## src/rtl/uart_rx_ctl_fifo.sv

```systemverilog
// UART RX controller: captures received words into a show-ahead FIFO, throttles the
// receiver near full. Define UART_RX_CTL_OVR_EN to build the sticky overrun flag.
module uart_rx_ctl_fifo #(
   parameter int DATA_W    = 8,
   parameter int DEPTH     = 16,
   parameter int AFULL_LVL = DEPTH - 2
) (
   input  logic                     CLK,
   input  logic                     RSTn,
   input  logic                     RX_Done_Sig,
   input  logic [DATA_W-1:0]        RX_Data,
   output logic                     RX_En_Sig,
   output logic [DATA_W-1:0]        Num_Data,
   output logic                     Data_Valid,
   input  logic                     Rd_Ack,
   output logic [$clog2(DEPTH):0]   Count,
   output logic                     Ovr_Flag,
   input  logic                     Ovr_Clr
);

   localparam int AW = $clog2(DEPTH);
   localparam int CW = AW + 1;
   localparam logic [CW-1:0] FULL_CNT  = CW'(DEPTH);
   localparam logic [CW-1:0] AFULL_CNT = CW'(AFULL_LVL);

   typedef enum logic [1:0] {IDLE, RUN, HOLD} state_t;

   state_t              state;
   state_t              next_state;
   logic [DATA_W-1:0]   mem [DEPTH];
   logic [AW-1:0]       wr_ptr;
   logic [AW-1:0]       rd_ptr;
   logic [CW-1:0]       count;
   logic [CW-1:0]       next_count;
   logic                full;
   logic                pop;
   logic                push;
   logic                overrun;
   logic                en_next;

   // A pop frees a slot in the same cycle, so a full FIFO can still accept a push.
   assign full       = (count == FULL_CNT);
   assign pop        = Rd_Ack && (count != '0);
   assign push       = RX_Done_Sig && (!full || pop);
   assign overrun    = RX_Done_Sig && full && !pop;
   assign next_count = count + CW'(push) - CW'(pop);

   assign Count      = count;
   assign Data_Valid = (count != '0);
   assign Num_Data   = Data_Valid ? mem[rd_ptr] : '0;

   always_ff @(posedge CLK or negedge RSTn) begin
      if (!RSTn) begin
         wr_ptr <= '0;
         rd_ptr <= '0;
         count  <= '0;
         for (int i = 0; i < DEPTH; i++) mem[i] <= '0;
      end else begin
         if (push) begin
            mem[wr_ptr] <= RX_Data;
            wr_ptr      <= wr_ptr + 1'b1;
         end
         if (pop) rd_ptr <= rd_ptr + 1'b1;
         count <= next_count;
      end
   end

   always_ff @(posedge CLK or negedge RSTn) begin
      if (!RSTn) begin
         state     <= IDLE;
         RX_En_Sig <= 1'b0;
      end else begin
         state     <= next_state;
         RX_En_Sig <= en_next;
      end
   end

   // Enable follows the state entered on this edge; leaving IDLE costs one extra cycle.
   always_comb begin
      next_state = state;
      en_next    = 1'b0;
      case (state)
         IDLE:    next_state = RUN;
         RUN:     if (next_count >= AFULL_CNT) next_state = HOLD;
         HOLD:    if (next_count < AFULL_CNT) next_state = RUN;
         default: next_state = IDLE;
      endcase
      en_next = (state != IDLE) && (next_state == RUN) && !RX_Done_Sig;
   end

`ifdef UART_RX_CTL_OVR_EN
   // A new overrun wins over a clear in the same cycle.
   always_ff @(posedge CLK or negedge RSTn) begin
      if (!RSTn)        Ovr_Flag <= 1'b0;
      else if (overrun) Ovr_Flag <= 1'b1;
      else if (Ovr_Clr) Ovr_Flag <= 1'b0;
   end
`else
   logic unused_ovr;
   assign unused_ovr = Ovr_Clr ^ overrun;
   assign Ovr_Flag   = 1'b0;
`endif

endmodule

```

## config.mk

```make
export PLATFORM = sky130hd
export DESIGN_NAME = uart_rx_ctl_fifo
export DESIGN_NICKNAME = d
export VERILOG_FILES = /design/src/rtl/uart_rx_ctl_fifo.sv
export SDC_FILE = /design/constraint.sdc
export NUM_CORES = 1
export LEC_CHECK = 0
export CORE_ASPECT_RATIO = 0.9
export CORE_MARGIN = 8
export CORE_UTILIZATION = 40
export DETAILED_ROUTE_END_ITERATION = 10
export PLACE_DENSITY = 0.67
export SYNTH_ARGS = -nofsm -noshare
export SYNTH_HDL_FRONTEND = slang
export SYNTH_SLANG_ARGS = --single-unit
```

## constraint.sdc

```tcl
create_clock -name CLK -period 3.7 [get_ports CLK]
set_input_delay 0.555 -clock CLK [delete_from_list [all_inputs] [get_ports CLK]]
set_output_delay 0.555 -clock CLK [all_outputs]
set_load 0.02 [all_outputs]
```

### Yosys cells after proc, flatten, opt, wreduce, memory -nomap -nowiden

Index checks and enable logic that the tools add are counted.

* bitwise gates (word level): 2
* reduce and logical (&&, ||, !) cells: 11
* multiplexer cells: 10
* multipliers: 0
* equal/unequal tests: 4
* order comparisons: 5
* shift-type cells: 0
* div/mod/pow operators: 0
* $add $sub $neg: 4

Operators by type and width (count)
* $bwmux W128: 1
* $bmux W8 S4: 1
* $demux W8 S4: 1
* $mux W8: 4
* $ge A5 B5 Y1 const B: 2
* $not A4 Y5: 2
* $add A4 B1 Y4 const B: 2
* $pmux W2 S3: 1
* $add A5 B1 Y5: 1
* $eq A5 B5 Y1 const B: 1
* $ge A5 B4 Y1 const B: 1
* $logic_and A1 B1 Y1: 5
* $lt A5 B1 Y1 const B: 1
* $lt A5 B4 Y1 const B: 1
* $reduce_bool A5 Y1: 1
* $sub A5 B1 Y5: 1
* $eq A2 B1 Y1 const B: 2
* $mux W2: 2
* $eq A2 B2 Y1 const B: 1
* $logic_not A1 Y1: 2
* $logic_not A2 Y1: 1
* $reduce_bool A2 Y1: 1
* $logic_or A1 B1 Y1: 1

* memories: 0
* register bits: 144
* latch bits: 0
* logic and storage cells: 57
* memory bits (read-only): 0
* memory bits (writable): 0

### Depth between registers and ports, before layout

* depth in word-level cells: 12
* mapped depth: 13
* depth with buffers taken out: 12

### Worst setup path after synthesis

Ideal clock, no wire load.

* path kind: reg-to-reg
* start point: register count[3] (netlist: Count[3])
* end point: register state[0]
* data arrival time: 3179 ps
* buffers on the path: 1
* library setup time: 111 ps
* slack: 410 ps
* clock period less this slack: 3290 ps
* stages on the path, launching flop included: 14
* path through: dfrtp_1 > inv_1 > ha_1 > or4b_4 > and2_4 > buf_6 > ha_1 > inv_1 > ha_1 > fa_1 > a21o_1 > a21oi_1 > xnor2_1 > a222oi_1

* longest elaborated chain between the ends: 9
* elaborated cells on any way between the ends: 13

Ends and longest elaborated chain
* start: declaration: RTL line 33 `logic [CW-1:0] count;`
* start signal: assignment: RTL line 64 `count <= next_count;`
* $reduce_bool A5 Y1 *
* named net Data_Valid: RTL line 14 `output logic Data_Valid,`
* $logic_and A1 B1 Y1 *: RTL line 43 `assign pop = Rd_Ack && (count != '0);`
* named net pop: RTL line 36 `logic pop;`
* $logic_or A1 B1 Y1: RTL line 44 `assign push = RX_Done_Sig && (!full || pop);`
* $logic_and A1 B1 Y1: RTL line 44
* $add A5 B1 Y5: RTL line 46 `assign next_count = count + CW'(push) - CW'(pop);`
* $sub A5 B1 Y5 *: RTL line 46
* named net next_count[4]: RTL line 34 `logic [CW-1:0] next_count;`
* $lt A5 B4 Y1 or $ge A5 B4 Y1 (tied branches): RTL line 85, 84
* $mux W2, on equally long branches: RTL line 85, 84
* $pmux W2 S3 *: RTL line 82 `case (state)`
* named net next_state[0]: RTL line 29 `state_t next_state;`
* end signal: assignment: RTL line 73 `state <= next_state;`
* end: declaration: RTL line 28 `state_t state;`

The timed path passes the listed nets; every way through them passes the cells marked *.
A chain may end at the register's enable or synchronous reset.

### Worst setup path after layout

* start point: register rd_ptr[0]
* end point: output port Num_Data[6]

* longest elaborated chain between the ends: 5

Ends and longest elaborated chain
* start: declaration: RTL line 32 `logic [AW-1:0] rd_ptr;`
* start signal: assignment: RTL line 63 `if (pop) rd_ptr <= rd_ptr + 1'b1;`
* $not A4 Y5 (not written as such): RTL line 50 `assign Num_Data = Data_Valid ? mem[rd_ptr] : '0;`
* $bmux W8 S4: RTL line 50
* $mux W8 (not written as such) (2 in series): RTL line 50
* $mux W8: RTL line 50
* end: declaration: RTL line 13 `output logic [DATA_W-1:0] Num_Data,`

No other way between the ends. The select of a mux whose other input is x is not followed.

==> insert_results.sql <==
INSERT INTO impl_metrics (metric_group, metric, value, unit) VALUES
('worst_setup_path', 'endpoint_kind', 'output pin', ''),
('logic_synthesis', 'synth-main-ff-cell', 'dfrtp_1', ''),
('floorplan', 'floorplan.core_area', '16900', 'um^2'),
('logic_synthesis', 'synth.most_common_cell', 'dfrtp_1', ''),
('min_path', 'timing.hold.worst.class', 'primary input to async pin', ''),
('floorplan', 'pin_count', '29', ''),
('worst_setup_path', 'crit_chain', 'buf_4 > mux4_2 > mux2i_1 > o22ai_1 > clkdlybuf4s50_1', ''),
('cts', 'cts_max_path_buffers', '2', ''),
('logic_synthesis', 'yosys_register_bits', '144', ''),
('logic_synthesis', 'netlist_instances', '437', ''),
('timing', 'hold_fails_final_rpt', '0', ''),
('floorplan', 'dieArea', '21800', 'um^2'),
('logic_synthesis', 'netlist_area', '6930', 'um^2'),
('logic_synthesis', 'dominant_cells_by_area_after_synthesis', 'dfrtp_1 52%, mux2_2 20%, mux4_2 10%', ''),
('final_layout', 'final_net_count', '486', ''),
('final_layout', 'instances_no_fill', '685', ''),
('power_and_ir_drop', 'cellPowerDensity', '984', 'nW/um^2'),
('final_layout', 'final_layout_size_suffix_gt1_share', '46.8', '%'),
('cts', 'post_cts_resize_count', '0', ''),
('global_route', 'grt_start_max_net_pins', '126', ''),
('worst_setup_path', 'timing.critical_path.from_type', 'flip-flop', ''),
('timing', 'actual_transition_at_the_worst_max_transition_pin', '1110', 'ps'),
('final_layout', 'utilization', '47.2', '%'),
('worst_setup_path', 'critical_path.slowest_cell', 'dfrtp_2', ''),
('floorplan', 'die_width', '155', 'um'),
('cts', 'cts_h_tree_depth', '4', ''),
('logic_synthesis', 'synthDominantAreaCellType', 'dfrtp_1', ''),
('logic_synthesis', 'synth-edff-count', '0', ''),
('cts', 'clk_pin_slew_worst_paths', '60', 'ps'),
('timing', 'slew_viol_final', '0', ''),
('timing', 'worst_slack_setup_final', '303', 'ps'),
('place', 'place_congestion', '0.744', ''),
('routing', 'drt_drc_violations_left', '0', ''),
('cts', 'root_buffer_cell', 'clkbuf_16', ''),
('timing', 'rsz_0062_raised_after_global_routing', 'false', ''),
('floorplan', 'die_y', '141', 'um'),
('outcome', 'status', 'complete, no violations', ''),
('cts', 'post_cts_hold_buffer_count', '0', ''),
('cts', 'cts_setup_buffers', '0', ''),
('final_layout', 'design_area', '7970', 'um^2'),
('place', 'hpwl', '9040', 'um'),
('worst_setup_path', 'critical_path_class', 'flip-flop to output pin', ''),
('timing', 'final_worst_path_period_need', '3400', 'ps'),
('logic_synthesis', 'synth_commonest_cells', '144 x dfrtp_1, 126 x mux2_2, 32 x mux4_2', ''),
('timing', 'setup-tns-final', '0', 'ps'),
('logic_synthesis', 'sequential_share_of_the_synthesized_area', '52.0', '%'),
('global_route', 'grt.total_usage', '13.7', '%'),
('final_layout', 'antenna_cells', '0', ''),
('run', 'max_cap_viol_count', '0', ''),
('cts', 'clkLatencyLatePin', '420', 'ps'),
('worst_setup_path', 'worst-path-max-fanout', '13', ''),
('timing', 'max_freq', '294', 'MHz'),
('worst_setup_path', 'cpLargestDelayFamily', 'buffers and inverters', ''),
('power_and_ir_drop', 'total_leakage_power', '0.00344', 'uW'),
('worst_setup_path', 'timing.critical_path.depth', '5', ''),
('logic_synthesis', 'yosys_warnings', '0', ''),
('routing', 'total_number_of_vias', '3731', ''),
('routing', 'postRouteWirelength', '13700', 'um'),
('global_route', 'vias_in_the_first_global_route', '4160', ''),
('floorplan', 'placement_rows', '45', ''),
('logic_synthesis', 'postSynthNetCount', '462', ''),
('worst_setup_path', 'critPathArrivalTime', '2840', 'ps'),
('worst_setup_path', 'critical_path.n_buffers_inverters', '2', ''),
('routing', 'wl_cell', '20.0', 'um'),
('timing', 'finalCritPeriodShare', '91.8', '%'),
('routing', 'drt_iter0_drc', '168', ''),
('logic_synthesis', 'synth_largest_type_area_fraction', '52.0', '%'),
('place', 'placedInstanceArea', '7360', 'um^2'),
('final_layout', 'area_growth', '15.1', '%'),
('cts', 'tritoncts', 'done', ''),
('routing', 'detail_route.vias_per_cell', '5.45', '');
## path summary, 6_finish.rpt
kind	from	end	slack, ps
max	rd_ptr[0]$_DFFE_PN0P_	Num_Data[6]	300
min	RSTn	mem[30]$_DFFE_PN0P_	310
max reg2reg	Count[2]$_DFF_PN0_	state[0]$_DFF_PN0_	370
min reg2reg	mem[110]$_DFFE_PN0P_	mem[110]$_DFFE_PN0P_	490
max in group asynchronous	RSTn	rd_ptr[0]$_DFFE_PN0P_	2480
min in group CLK	mem[110]$_DFFE_PN0P_	mem[110]$_DFFE_PN0P_	490
## routing by layer
metal  vias to the layer above  global-route usage [%]  part of all wire [%]
met3                        18                    3.33                   2.5
met1                      1991                    17.0                    45
met5                         -                       0                     0
li1                       1679                       -                     -
met2                        43                    23.2                    51
met4                         0                    4.48                   1.5
## registers in the layout, summed over array words and instances, names as in the netlist
signal and cells:
wr_ptr 4, state 2, mem 128, Count 5, rd_ptr 4, RX_En_Sig 1
## layout make-up
type	instances	area (um^2)
clock inverter	15	185
timing repair buffer	33	327
multi-input combinational	254	3130
fill	1493	8920
tap	211	264
sequential	144	3600
inverter	11	41.3
clock buffer	17	425
## cells by family (layout without fill, tap and decap cells)
family,count (synthesis),after routing,share of synthesized area [%]
flops,144,144,52.0
fa+ha+maj,12,12,2.28
mux,177,177,33.7
other cells,1,1,0.0541
buf+inv,39,76,2.84
compound gates,18,18,2.08
xor+xnor,10,10,1.26
simple gates,36,36,5.71
## metrics by stage
step,total power (uW),hold WS (ps)
floorplan,5190,259
global placement,6020,468
detailed placement,6160,477
CTS,7930,377
global route,8320,419
finish,7840,315
## cells in the final DEF (no fill, tap or decap), types with 3 or more instances in the layout
cell type,count
nand3_4,12
mux4_2,32
inv_1,11
dfrtp_1,143
o22ai_1,8
ha_1,11
mux2i_1,16
clkdlybuf4s50_1,25
buf_4,6
clkinvlp_4,5
clkinv_4,3
bufinv_16,3
clkbuf_16,17
xnor2_1,7
xor2_1,3
nand2_1,6
inv_6,3
mux2_2,126
a21oi_1,3
## power breakdown
group          internal (uW)  total (uW)  switching, uW
sequential              2340        2830            488
combinational           1810        3260           1450
clock                   1070        1750            681
(Power assumes the default switching activity.)
